**src/rtl/wb_pkg.sv**
```systemverilog
// Shared widths and requester ids for the writeback port arbiter.
// Optional round-robin arbitration is enabled with WB_ROUND_ROBIN_EN.
package wb_pkg;

   localparam int XLEN_DEF = 32;
   localparam int AW_DEF   = 5;

   typedef enum logic {
      REQ_A = 1'b0,
      REQ_B = 1'b1
   } req_id_e;

endpackage

```
**src/rtl/rr_arb2.sv**
```systemverilog
// Two-way writeback arbiter: round-robin when WB_ROUND_ROBIN_EN is
// defined, otherwise fixed priority with requester A winning ties.
module rr_arb2
   import wb_pkg::*;
(
   input  logic       clk,
   input  logic       rst,
   input  logic [1:0] req,
   input  logic       advance,
   output logic [1:0] gnt
);

`ifdef WB_ROUND_ROBIN_EN
   req_id_e last_q;

   always_comb begin
      gnt = req;
      if (&req)
         gnt = (last_q == REQ_B) ? 2'b01 : 2'b10;
   end

   always_ff @(posedge clk) begin
      if (rst)
         last_q <= REQ_B;
      else if (advance)
         last_q <= gnt[1] ? REQ_B : REQ_A;
   end
`else
   logic unused_rr;
   assign unused_rr = ^{clk, rst, advance};
   assign gnt = {req[1] & ~req[0], req[0]};
`endif

endmodule

```
**src/rtl/wb_port_arbiter.sv**
```systemverilog
// Register-file write port shared by ALU and load writeback, plus the
// pending-write scoreboard. Arbitration mode set by WB_ROUND_ROBIN_EN.
module wb_port_arbiter
   import wb_pkg::*;
#(
   parameter int XLEN = XLEN_DEF,
   parameter int AW   = AW_DEF
) (
   input  logic              clk,
   input  logic              rst,
   input  logic              a_valid,
   output logic              a_ready,
   input  logic [AW-1:0]     a_rd_addr,
   input  logic [XLEN-1:0]   a_rd_data,
   input  logic              b_valid,
   output logic              b_ready,
   input  logic [AW-1:0]     b_rd_addr,
   input  logic [XLEN-1:0]   b_rd_data,
   input  logic              iss_valid,
   input  logic [AW-1:0]     iss_rd_addr,
   output logic              RegWEn,
   output logic [AW-1:0]     rd_addr,
   output logic [XLEN-1:0]   rd_data,
   output logic [2**AW-1:0]  busy
);

   localparam int NR = 2**AW;

   logic [1:0]      req;
   logic [1:0]      gnt;
   logic            xfer;
   logic [AW-1:0]   w_addr;
   logic [XLEN-1:0] w_data;
   logic [NR-1:0]   set_m;
   logic [NR-1:0]   clr_m;
   logic [NR-1:0]   busy_q;

   // No requester may be granted while reset is asserted.
   assign req = {b_valid, a_valid} & {2{~rst}};

   rr_arb2 u_arb (
      .clk     (clk),
      .rst     (rst),
      .req     (req),
      .advance (xfer),
      .gnt     (gnt)
   );

   assign a_ready = gnt[0];
   assign b_ready = gnt[1];
   assign xfer    = (a_valid & a_ready) | (b_valid & b_ready);
   assign w_addr  = b_ready ? b_rd_addr : a_rd_addr;
   assign w_data  = b_ready ? b_rd_data : a_rd_data;

   always_comb begin
      set_m = '0;
      clr_m = '0;
      if (iss_valid)
         set_m[iss_rd_addr] = 1'b1;
      if (xfer)
         clr_m[w_addr] = 1'b1;
      set_m[0] = 1'b0;
   end

   // Set is applied after clear so a same-cycle issue keeps the bit.
   always_ff @(posedge clk) begin
      if (rst) begin
         RegWEn  <= 1'b0;
         rd_addr <= '0;
         rd_data <= '0;
         busy_q  <= '0;
      end else begin
         RegWEn <= xfer && (w_addr != '0);
         if (xfer) begin
            rd_addr <= w_addr;
            rd_data <= w_data;
         end
         busy_q <= (busy_q & ~clr_m) | set_m;
      end
   end

   assign busy = busy_q;

endmodule

```
**config.mk**
```make
export PLATFORM = sky130hd
export DESIGN_NAME = wb_port_arbiter
export DESIGN_NICKNAME = d
export VERILOG_FILES = /design/src/rtl/wb_pkg.sv /design/src/rtl/rr_arb2.sv /design/src/rtl/wb_port_arbiter.sv
export SDC_FILE = /design/constraint.sdc
export NUM_CORES = 1
export LEC_CHECK = 0
export ABC_AREA = 1
export CORE_MARGIN = 1
export CORE_UTILIZATION = 40
export CTS_CLUSTER_SIZE = 8
export DETAILED_ROUTE_END_ITERATION = 6
export GPL_TIMING_DRIVEN = 0
export PLACE_DENSITY = 0.79
export REMOVE_ABC_BUFFERS = 1
export SYNTH_ARGS = -nofsm -noshare
export SYNTH_HDL_FRONTEND = slang
export SYNTH_HIERARCHICAL = 1
export SYNTH_SLANG_ARGS = --single-unit
```
**constraint.sdc**
```tcl
create_clock -name clk -period 3.4 [get_ports clk]
set_input_delay 0.51 -clock clk [delete_from_list [all_inputs] [get_ports clk]]
set_output_delay 0.51 -clock clk [all_outputs]
set_load 0.005 [all_outputs]
```
# After elaboration in Yosys (flattened, before gate mapping)
# Index checks and enable logic that the tools add are counted.
[totals] latch_bits=0 mem_count=0 ff_bits=70 elab_cells=30 ram_bits=0 mem_bits_ro=0
[classes] shift=0 n_div=0 magnitude_cmp=4 n_bitwise=10 n_mul=0 n_addsub=0 mux=8 reduce_logical=4 n_eq_ne=0
[ops] op="$mux 32" count=3
[ops] op="$and 32x32->32" count=1
[ops] op="$not 32->32" count=1
[ops] op="$or 32x32->32" count=1
[ops] op="$lt 5x6->1 const B" count=2
[ops] op="$demux 1 s5" count=2
[ops] op="$ge 5x1->1 const B" count=2
[ops] op="$mux 5" count=1
[ops] op="$reduce_bool 5->1" count=1
[ops] op="$and 1x1->1" count=3
[ops] op="$logic_and 1x1->1" count=3
[ops] op="$and 2x2->2" count=1
[ops] op="$mux 1" count=2
[ops] op="$not 1->1" count=2
[ops] op="$or 1x1->1" count=1

# Logic depth before layout (Yosys ltp)
# Gate-level depths: netlist (run 1).
[logic_depth] ltp_word=13 depth_mapped=15

# Modules after synthesis
# Netlist (run 1), hierarchy kept.
[modules_own_cells] module="wb_port_arbiter" n_inst=1 seq_area_each_um2=1401.3 cells_each=444 area_each_um2=3213.1
[modules_own_cells] module="rr_arb2" n_inst=1 seq_area_each_um2=0.0 cells_each=3 area_each_um2=17.5

# Worst setup path after synthesis (run 1)
# Ideal clock, no wire load.
[synth_path] path_kind="input -> register" start="input rst" end="register busy_q[13], in the netlist busy[13]" arrival_ns=2.084 path_slack_ns=1.183 path_stages=13 path_buffers=4 cell_sequence="clkbuf_1 clkbuf_1 nor2_1 nor2_2 buf_6 nand2_1 nand2_1 buf_6 nand2_2 nor2_4 nand2_1 nand2_1 a21oi_1"
[synth_via] elab_chain_len=13 word_cells_on_any_way=17 cone_classes="order compare (2); mux (4); bitwise (10); reduce/logical (1)"
[synth_lines] item="start: declaration" line="wb_port_arbiter.sv:10" text="input logic rst,"
[synth_lines] item="$not 1->1 (*)" line="wb_port_arbiter.sv:39" text="assign req = {b_valid, a_valid} & {2{~rst}};"
[synth_lines] item="$and 2x2->2 (*)" line="wb_port_arbiter.sv:39"
[synth_lines] item="named net req[0]" line="wb_port_arbiter.sv:29" text="logic [1:0] req;"
[synth_lines] item="$not 1->1 (*)" line="rr_arb2.sv:31" text="assign gnt = {req[1] & ~req[0], req[0]};"
[synth_lines] item="$and 1x1->1 (*)" line="rr_arb2.sv:31"
[synth_lines] item="named net b_ready" line="wb_port_arbiter.sv:16" text="output logic b_ready,"
[synth_lines] item="$mux 5" line="wb_port_arbiter.sv:52" text="assign w_addr = b_ready ? b_rd_addr : a_rd_addr;"
[synth_lines] item="$lt 5x6->1 (implied by the code) or $ge 5x1->1 (tied branches)" line="wb_port_arbiter.sv:61" text="clr_m[w_addr] = 1'b1;"
[synth_lines] item="$logic_and 1x1->1 (implied by the code)" line="wb_port_arbiter.sv:61"
[synth_lines] item="$mux 1 (implied by the code)" line="wb_port_arbiter.sv:61"
[synth_lines] item="$demux 1 s5" line="wb_port_arbiter.sv:61"
[synth_lines] item="$mux 32 (*)" line="wb_port_arbiter.sv:60" text="if (xfer)"
[synth_lines] item="$not 32->32 (*)" line="wb_port_arbiter.sv:78" text="busy_q <= (busy_q & ~clr_m) | set_m;"
[synth_lines] item="$and 32x32->32 (*)" line="wb_port_arbiter.sv:78"
[synth_lines] item="$or 32x32->32 (*)" line="wb_port_arbiter.sv:78"
[synth_lines] item="end signal: assignment" line="wb_port_arbiter.sv:78"
[synth_lines] item="end: declaration" line="wb_port_arbiter.sv:36" text="logic [NR-1:0] busy_q;"
# Mark *: on every way through the listed nets, which the timed path passes. The rest lies on a longest branch.
# A chain may end at the register's enable or synchronous reset.

# Final worst setup path (run 1)
[layout_path] start="input rst" end="output b_ready"
[layout_via] elab_chain_len=4
[layout_lines] item="$not 1->1 (*)" line="wb_port_arbiter.sv:39"
[layout_lines] item="$and 2x2->2 (*)" line="wb_port_arbiter.sv:39"
[layout_lines] item="$not 1->1" line="rr_arb2.sv:31"
[layout_lines] item="$and 1x1->1 (*)" line="rr_arb2.sv:31"
[layout_lines] item="end: declaration" line="wb_port_arbiter.sv:16"
# Every way passes the cells marked *; elsewhere a longest branch is shown, timed or not.

==> qor.yml, run 1 <==
status:
  status: "complete, no violations"
clock_network:
  cts_sinks: 70
  cts-htree-levels: 3
  post_cts_buffers: 0
  clk_latency_ns: 0.33
  path_clk_slew_ns: 0.08
  cts_buffer_depth: 2
  holdBufCountCts: 0
  cts-resized-gates: 0
  numCtsBuffers: 9
  cts_root_buf: "clkbuf_8"
  cts_tree: "yes"
critical_path:
  crit_family: "buffers and inverters"
  cp.arrival_ns: 2.35
  slowest_delay_ns: 0.53
  worstSetupPathType: "primary input to primary output"
  end_kind: "primary output"
  cp.required_ns: 2.89
  cpMaxStageDelayCell: "clkdlybuf4s50_1"
  crit_fanout: 34
  path_buf_inv: 3
  cp-start-kind: "primary input"
  crit_chain: "buf_2, nor2_1, nor2_4, buf_12, clkdlybuf4s50_1"
synthesis:
  yosys_warnings: 6
  synth_mux_area_share_pct: 0
  synth-seq-cells: 70
  synth_top_family_by_area: "simple AND/OR/NAND/NOR gates"
  syn_inst: 447
  synth-simple-area-share_pct: 33.58
  seq_area_frac_synth_pct: 43.38
  synth.distinct_cells: 21
  synthXorXnorAreaFrac_pct: 0
  syn_area_um2: 3231
  synth_fa_ha_area_share_pct: 0
  syn_area_per_cell_um2: 7.227
  synth_compound_gate_area_share_pct: 15.41
grt:
  overflow: 0
  grt_max_degree: 58
  grt_use_total_pct: 23.74
  grt_pass1_wl_um: 15900
  grt_pass1_vias: 3334
  antenna_found_initial: 0
timing:
  rsz0062_at_grt: "false"
  fin_crit_ns: 2.863
  hold_viol: 0
  tightest_slew_ns: 0.8449
  max_slew_margin_pct: 43.24
  fin_worst_skew_ns: 0
  fin_crit_sh_pct: 84.21
  fmax_ghz: 0.3493
  setup_viol: 0
  maxSlewViolCount: 0
placed_design:
  gp_congestion: 0.8088
  dp_hpwl_um: 7330
  place_area_um2: 4803
  port-buffer-count: 155
layout:
  finalInstanceArea_um2: 4992
  fillers: 682
  drive_gt1_share_pct: 8.081
  area_growth_pct: 54.53
  final_common_cell: "nand2_1"
  n_antenna_cell: 0
  nets: 674
  layout_common_cells: "nand2_1, clkdlybuf4s50_1, dfxtp_1, nor2_1, a21oi_1"
detailed_routing:
  drtIter0Drc: 233
  wl_met2_um: 5044
  wl_per_cell_um: 14.18
  drt_first_pass_iters: 4
  route.met3.wl_um: 431
  viasPerCell: 5.009
  vias: 3486
  wirelength_um: 9867
  routedLengthMet1_um: 4116
  drc_errors: 0
  ant_nets: 0
  topRoutingLayerUsed: "met4"
die:
  dieArea_um2: 8440
  die_h_um: 91.87
  rows: 32
  coreArea_um2: 7767
  die_width_um: 91.87
  ios: 156
  start_util_pct: 41.59
hold_path:
  hp-class: "flop to flop"
pwr:
  p_total_uw: 1909
  powerDensity_nw_per_um2: 382.4
  vdd_drop_max_mv: 0.1872
  p_leak_uw: 0.001808
flow_run:
  cap_violations: 0
-- power breakdown --
| group | total (µW) | internal, µW | switching [µW] |
|---|---|---|---|
| Clock | 656 | 353 | 303 |
| Combinational | 376 | 205 | 171 |
| Sequential | 878 | 858 | 19.4 |
-- cells by family after synthesis --
family	Yosys count
AOI/OAI and AO/OA	70
buffers and inverters	46
DFF	70
and+or+nand+nor	261
-- through the flow --
stage	cells	hold slack, ns	utilization (%)	setup WS, ns	setup TNS [ns]
5_1_grt	696	0.4807	64.27	0.4520	0
4_1_cts	696	0.4606	64.27	0.5540	0
3_5_place_dp	681	0.4496	61.84	0.3758	0
3_3_place_gp	678	0.4250	61.03	-4.362	-270.44
2_1_floorplan	421	0.4332	-	-0.4586	-10.69
6_report	696	0.4602	64.27	0.5369	0
-- metal layers --
metal | GRT usage [%] | vias to the layer above
li1 | - | 1749
met1 | 28.99 | 1605
met2 | 41.42 | 112
met3 | 2.985 | 20
met4 | 10.81 | 0
met5 | 0 | -
-- final timing paths --
check,from,end,slack [ns],cells past startpoint
max,rst,b_ready,0.54,5
min,busy[0],busy[0],0.46,2
min reg2reg,busy[0],busy[0],0.46,2
max reg2reg,rd_data[27],rd_data[27],2.68,2
-- sequential cells by signal, summed over array words and instances (netlist names) --
signal and cells:
busy 32, RegWEn 1, rd_data 32, rd_addr 5
-- synthesized netlist by cell type --
cell type | instances | area, µm²
inv_2 | 1 | 3.750
a311oi_1 | 31 | 271.5
nor3_2 | 3 | 30.03
nor2_2 | 9 | 56.30
o21a_4 | 1 | 15.01
nor2_1 | 38 | 142.6
dfxtp_1 | 70 | 1401
nor2_4 | 4 | 45.04
o21ai_2 | 1 | 8.760
a21oi_1 | 33 | 165.2
clkbuf_1 | 8 | 30.03
a311oi_2 | 1 | 15.01
buf_2 | 9 | 45.04
inv_4 | 1 | 6.260
nand2_2 | 8 | 50.05
buf_6 | 7 | 78.83
nand2_1 | 188 | 705.7
inv_1 | 18 | 67.56
a211oi_1 | 3 | 22.52
buf_4 | 2 | 15.01
nor3_1 | 11 | 55.05
-- layout make-up --
class / count / area, µm² / share of cell area [%]
timing repair buffer: 158 / 1607 / 32.18
inverter: 20 / 77.57 / 1.554
clock buffer: 11 / 141.4 / 2.832
multi-input combinational: 331 / 1590 / 31.85
tap: 102 / 127.6 / 2.556
sequential: 70 / 1401 / 28.07
clock inverter: 4 / 47.55 / 0.9524
-- worst reg2reg max path: stages (launching register included) --
cell      delay, ns
dfxtp_1        0.34
nor2_1         0.05
a311oi_1       0.24
Power figures use the tool's default switching activity.
==> run 2, diff against run 1 <==
- CORE_UTILIZATION: 40 -> 37
- PLACE_DENSITY: 0.79 -> 0.77
- clock period: 3.4 -> 2.6 ns (I/O delays scaled with it)
==> qor.yml, run 2 (synthesis results as in run 1) <==
pwr:
  p_total_uw: 2574  # was 1909 µW
  vdd_drop_max_mv: 0.2783  # was 0.1872 mV
  switching_share_pct: 26.66  # was 25.84%
  clkPwrFrac_pct: 36.1  # was 34.4%
  pwr-share-comb_pct: 19.4  # was 19.7%
  intPower_uw: 1888  # was 1416 µW
  p_leak_uw: 0.001834  # was 0.001808 µW
  p_switching_uw: 686.4  # was 493.3 µW
  powerDensity_nw_per_um2: 508.5  # was 382.4 nW/µm²
  p_seq_share_pct: 44.5  # was 46.0%
grt:
  grt_pass1_wl_um: 15950  # was 15900 µm
  grt_max_degree: 51  # was 58
  overflow: 0  # unchanged
  grt_pass1_vias: 3264  # was 3334
  antenna_found_initial: 0  # unchanged
  grt_use_total_pct: 23.19  # was 23.74%
critical_path:
  cp.arrival_ns: 2.11  # was 2.35 ns
  endpoint: "b_ready"  # unchanged
  r2r_slack_ns: 1.89  # was 2.68 ns
  worstRegToRegCells: 2  # unchanged
  r2r-end: "rd_data[7]"  # was rd_data[27]
  worstSetupPathType: "primary input to primary output"  # unchanged
  cp-start-kind: "primary input"  # unchanged
  crit_chain: "clkdlybuf4s50_1, inv_1, nor2_1, inv_1, nor2_4, buf_16, clkdlybuf4s50_1"  # was buf_2, nor2_1, nor2_4, buf_12, clkdlybuf4s50_1
  cp.required_ns: 2.21  # was 2.89 ns
  crit_start: "b_valid"  # was rst
  r2r-start: "rd_data[7]"  # was rd_data[27]
  end_kind: "primary output"  # unchanged
  path_buf_inv: 5  # was 3
  cpMaxStageDelayCell: "clkdlybuf4s50_1"  # unchanged
  crit_fanout: 26  # was 34
  slowest_delay_ns: 0.52  # was 0.53 ns
  path_depth: 7  # was 5
  crit_family: "buffers and inverters"  # unchanged
timing:
  tightest_slew_ns: 1.005  # was 0.8449 ns
  fin_crit_ns: 2.496
  holdWs_ns: 0.4399  # was 0.4602 ns
  setup_viol: 0  # unchanged
  maxSlewViolCount: 0  # unchanged
  max_slew_margin_pct: 32.50  # was 43.24%
  fmax_ghz: 0.4007
  rsz0062_at_grt: "false"  # unchanged
  fin_crit_sh_pct: 95.98
  fin_worst_skew_ns: 0  # unchanged
  tns_ns: 0  # unchanged
  worst_slack_ns: 0.1045  # was 0.5369 ns
  hold_viol: 0  # unchanged
layout:
  drive_gt1_share_pct: 9.015  # was 8.081%
  n_antenna_cell: 0  # unchanged
  area_growth_pct: 56.70  # was 54.53%
  layout_common_cells: "nand2_1, clkdlybuf4s50_1, dfxtp_1, nor2_1, a21oi_1"  # unchanged
  fin_util_pct: 60.70  # was 64.27%
  nets: 678  # was 674
  final_common_cell: "nand2_1"  # unchanged
clock_network:
  cts-htree-levels: 3  # unchanged
  cts_tree: "yes"  # unchanged
  cts_buffer_depth: 2  # unchanged
  cts_root_buf: "clkbuf_8"  # unchanged
  numCtsBuffers: 9  # unchanged
  path_clk_slew_ns: 0.08  # about the same
  clk_latency_ns: 0.35  # was 0.33 ns
  cts_sinks: 70  # unchanged
detailed_routing:
  ant_nets: 0  # unchanged
  wirelength_um: 10300  # was 9867 µm
  viasPerCell: 4.928  # was 5.009
  drc_errors: 0  # unchanged
  drtIter0Drc: 158  # was 233
  wl_per_cell_um: 14.63  # was 14.18 µm
  drt_first_pass_iters: 5  # was 4
  vias: 3469  # was 3486
placed_design:
  port-buffer-count: 155  # unchanged
  dp_hpwl_um: 7423  # was 7330 µm
  place_ws_ns: -0.7061  # was 0.3758 ns
  gp_congestion: 0.8003  # was 0.8088
status:
  status: "complete, no violations"  # unchanged
flow_run:
  cap_violations: 0  # unchanged
die:
  ios: 156  # unchanged
  rows: 33  # was 32
  start_util_pct: 38.73  # was 41.59%
  die_width_um: 95.44  # was 91.87 µm
  dieArea_um2: 9109  # was 8440 µm²
  coreArea_um2: 8341  # was 7767 µm²
  die_h_um: 95.44  # was 91.87 µm
hold_path:
  hp-class: "flop to flop"  # unchanged
  min_from: "busy[0]"  # unchanged
==> run 2: worst min-delay path by stage <==
stage	end	slack, ns	cells past startpoint
floorplan	busy[0]	0.43	2
global route	busy[0]	0.45	2
global placement	busy[0]	0.43	2
CTS	busy[0]	0.44	2
detailed placement	busy[0]	0.43	2
finish	busy[0]	0.44	2
==> run 2: final cells by class <==
cell class,instances,area [µm²]
Sequential cell,70,1401
Inverter,20,80.08
Tap cell,105,131.4
Clock inverter,5,57.56
Clock buffer,11,151.4
Timing Repair Buffer,161,1639
Multi-Input combinational cell,332,1602
Fill cell,736,3278
==> run 2: repair_timing <==
item | CTS | global route
cloned | 1 | 0
endpoints found under the hold margin | 0 | 0
setup endpoints to repair | 59 | 9
pin swaps | 1 | 1
resized for setup | 2 | 1
setup buffers | 0 | 3
hold buffers | 0 | 0
==> run 2: metrics by stage <==
stage                     cell area (µm²)  std cells
after floorplan                      3062        421
after detailed placement             4815        684
final                                5062        704
after CTS                            5037        701
after global routing                 5062        704
after global placement               4745        681
==> run 2: worst reg2reg max path, stage by stage, from the launching register on <==
cell and delay (ns):
dfxtp_1 0.34, nor2_1 0.06, a311oi_1 0.22
==> run 2: metal layers <==
layer / GRT usage (%) / up-vias / part of all wire, %
met5: 0 / - / 0
li1: - / 1756 / -
met4: 12.56 / 0 / 3.4
met2: 39.29 / 121 / 50
met3: 5.742 / 27 / 5.5
met1: 26.73 / 1565 / 41
==> run 2: power by group through the flow <==
stage | Combinational [µW] | Sequential (µW) | Clock, µW
after floorplan | 181 | 1180 | 0
after global placement | 474 | 1170 | 0
after detailed placement | 491 | 1170 | 0
after CTS | 496 | 1150 | 940
after global routing | 542 | 1150 | 1000
final | 499 | 1150 | 929
==> run 3, diff against run 2 <==
- CORE_UTILIZATION: 37 -> 40
- PLACE_DENSITY: 0.77 -> 0.79
- clock period: 2.6 -> 2.7 ns (I/O delays scaled with it)
==> qor.yml, run 3 (synthesis results as in run 1) <==
clock_network:
  cts_root_buf: "clkbuf_8"  # unchanged
  cts_buffer_depth: 2  # unchanged
  post_cts_buffers: 0  # unchanged
  cts_tree: "yes"  # unchanged
  clk_latency_ns: 0.32  # was 0.35 ns
  numCtsBuffers: 9  # unchanged
  cts-htree-levels: 3  # unchanged
  path_clk_slew_ns: 0.07  # was 0.08 ns
  cts_sinks: 70  # unchanged
detailed_routing:
  topRoutingLayerUsed: "met4"  # unchanged
  drtIter0Drc: 237  # was 158
  routedLengthMet1_um: 4058  # was 4260 µm
  viasPerCell: 5.034  # was 4.928
  drt_first_pass_iters: 4  # was 5
  wl_per_cell_um: 14.25  # was 14.63 µm
  wl_met2_um: 5113  # unchanged
  vias: 3504  # was 3469
  ant_nets: 0  # unchanged
  route.met3.wl_um: 480  # was 571 µm
  wirelength_um: 9916  # was 10300 µm
  drc_errors: 0  # unchanged
placed_design:
  place_area_um2: 4803  # was 4815 µm²
  port-buffer-count: 155  # unchanged
  gp_congestion: 0.8088  # was 0.8003
  dpl.cell_count: 681  # was 684
  dp_hpwl_um: 7330  # was 7423 µm
  place_ws_ns: -0.2192  # was -0.7061 ns
grt:
  grt_pass1_wl_um: 15900  # was 15950 µm
  grt_pass1_vias: 3334  # was 3264
  grt_max_degree: 58  # was 51
  grt_use_total_pct: 23.74  # was 23.19%
  antenna_found_initial: 0  # unchanged
  overflow: 0  # unchanged
critical_path:
  worstSetupPathType: "primary input to primary output"  # unchanged
  worstRegToRegCells: 2  # unchanged
  r2r-start: "rd_data[27]"  # was rd_data[7]
  end_kind: "primary output"  # unchanged
  cp.required_ns: 2.30  # was 2.21 ns
  r2r_slack_ns: 1.97  # was 1.89 ns
  cp-start-kind: "primary input"  # unchanged
  cp.arrival_ns: 2.15  # was 2.11 ns
  crit_fanout: 34  # was 26
  r2r-end: "rd_data[27]"  # was rd_data[7]
hold_path:
  min_to: "busy[0]"  # unchanged
  hp-class: "flop to flop"  # unchanged
  min_from: "busy[0]"  # unchanged
  hold_depth: 2  # unchanged
pwr:
  powerDensity_nw_per_um2: 480.1  # was 508.5 nW/µm²
  vdd_drop_max_mv: 0.2354  # was 0.2783 mV
  p_leak_uw: 0.001810  # was 0.001834 µW
timing:
  setup_viol: 0  # unchanged
  holdWs_ns: 0.4604  # was 0.4399 ns
  fin_crit_ns: 2.555
  max_slew_margin_pct: 40.39  # was 32.50%
  maxSlewViolCount: 0  # unchanged
  hold_viol: 0  # unchanged
  tightest_slew_ns: 0.8873  # was 1.005 ns
  fin_crit_sh_pct: 94.63
  rsz0062_at_grt: "false"  # unchanged
  worst_slack_ns: 0.1449  # was 0.1045 ns
  fin_worst_skew_ns: 0  # unchanged
  fmax_ghz: 0.3914
die:
  die_h_um: 91.87  # was 95.44 µm
  ios: 156  # unchanged
  coreArea_um2: 7767  # was 8341 µm²
  die_width_um: 91.87  # was 95.44 µm
  dieArea_um2: 8440  # was 9109 µm²
  start_util_pct: 41.59  # was 38.73%
  rows: 32  # was 33
layout:
  fin_cells: 696  # was 704
  drive_gt1_share_pct: 8.081  # was 9.015%
  nets: 674  # was 678
  final_common_cell: "nand2_1"  # unchanged
  n_antenna_cell: 0  # unchanged
  layout_common_cells: "nand2_1, clkdlybuf4s50_1, dfxtp_1, nor2_1, a21oi_1"  # unchanged
  finalInstanceArea_um2: 5000  # was 5062 µm²
  area_growth_pct: 54.76  # was 56.70%
status:
  status: "complete, no violations"  # unchanged
flow_run:
  cap_violations: 0  # unchanged
[run 3: cell type report]
class	count	area, µm²
flip-flops and latches	70	1401
repair buffers	158	1609
clock buffers	11	141.4
multi-input cells	331	1595
clock inverters	4	47.55
well taps	102	127.6
fillers	685	2768
inverters	20	77.57
[run 3: layer usage]
metal	global-route usage (%)	vias up
li1	-	1747
met1	28.99	1624
met2	41.42	113
met3	2.985	20
met4	10.81	0
met5	0	-
[run 3: what timing repair did]
| action | 4_1_cts | 5_1_grt |
|---|---|---|
| hold buffers | 0 | 0 |
| setup endpoints to repair | 0 | 17 |
| gates resized for setup | 0 | 2 |
[run 3: power breakdown]
group          leakage, µW  internal [µW]  total (µW)  switching, µW
Clock            0.0000952            445         821            377
Combinational      0.00114            258         474            216
Sequential        0.000571           1080        1110           24.5
Total              0.00181           1780        2400            617
[run 3: metrics by stage]
| stage | utilization, % | setup TNS, ns | total power [µW] |
|---|---|---|---|
| final | 64.37 | 0 | 2401 |
| after global routing | 64.37 | 0 | 2512 |
| after CTS | 64.27 | 0 | 2419 |
| after detailed placement | 61.84 | -5.941 | 1601 |
| after global placement | 61.03 | -313.07 | 1584 |
| after floorplan | - | -49.60 | 1306 |
[run 3: worst max-delay path: stages]
cell	delay, ns
clkdlybuf4s50_1	0.48
inv_1	0.04
nor2_1	0.07
inv_1	0.07
nor2_4	0.30
buf_12	0.25
clkdlybuf4s50_1	0.53
[run 3: worst max-delay path by stage]
stage / from / endpoint / slack [ns] / depth (start not counted)
floorplan: b_valid / busy[10] / -1.05 / 11
global placement: rst / busy[23] / -4.96 / 10
detailed placement: rst / busy[31] / -0.22 / 11
CTS: rst / b_ready / 0.06 / 5
global route: a_valid / busy[14] / 0.06 / 13
finish: b_valid / b_ready / 0.14 / 7
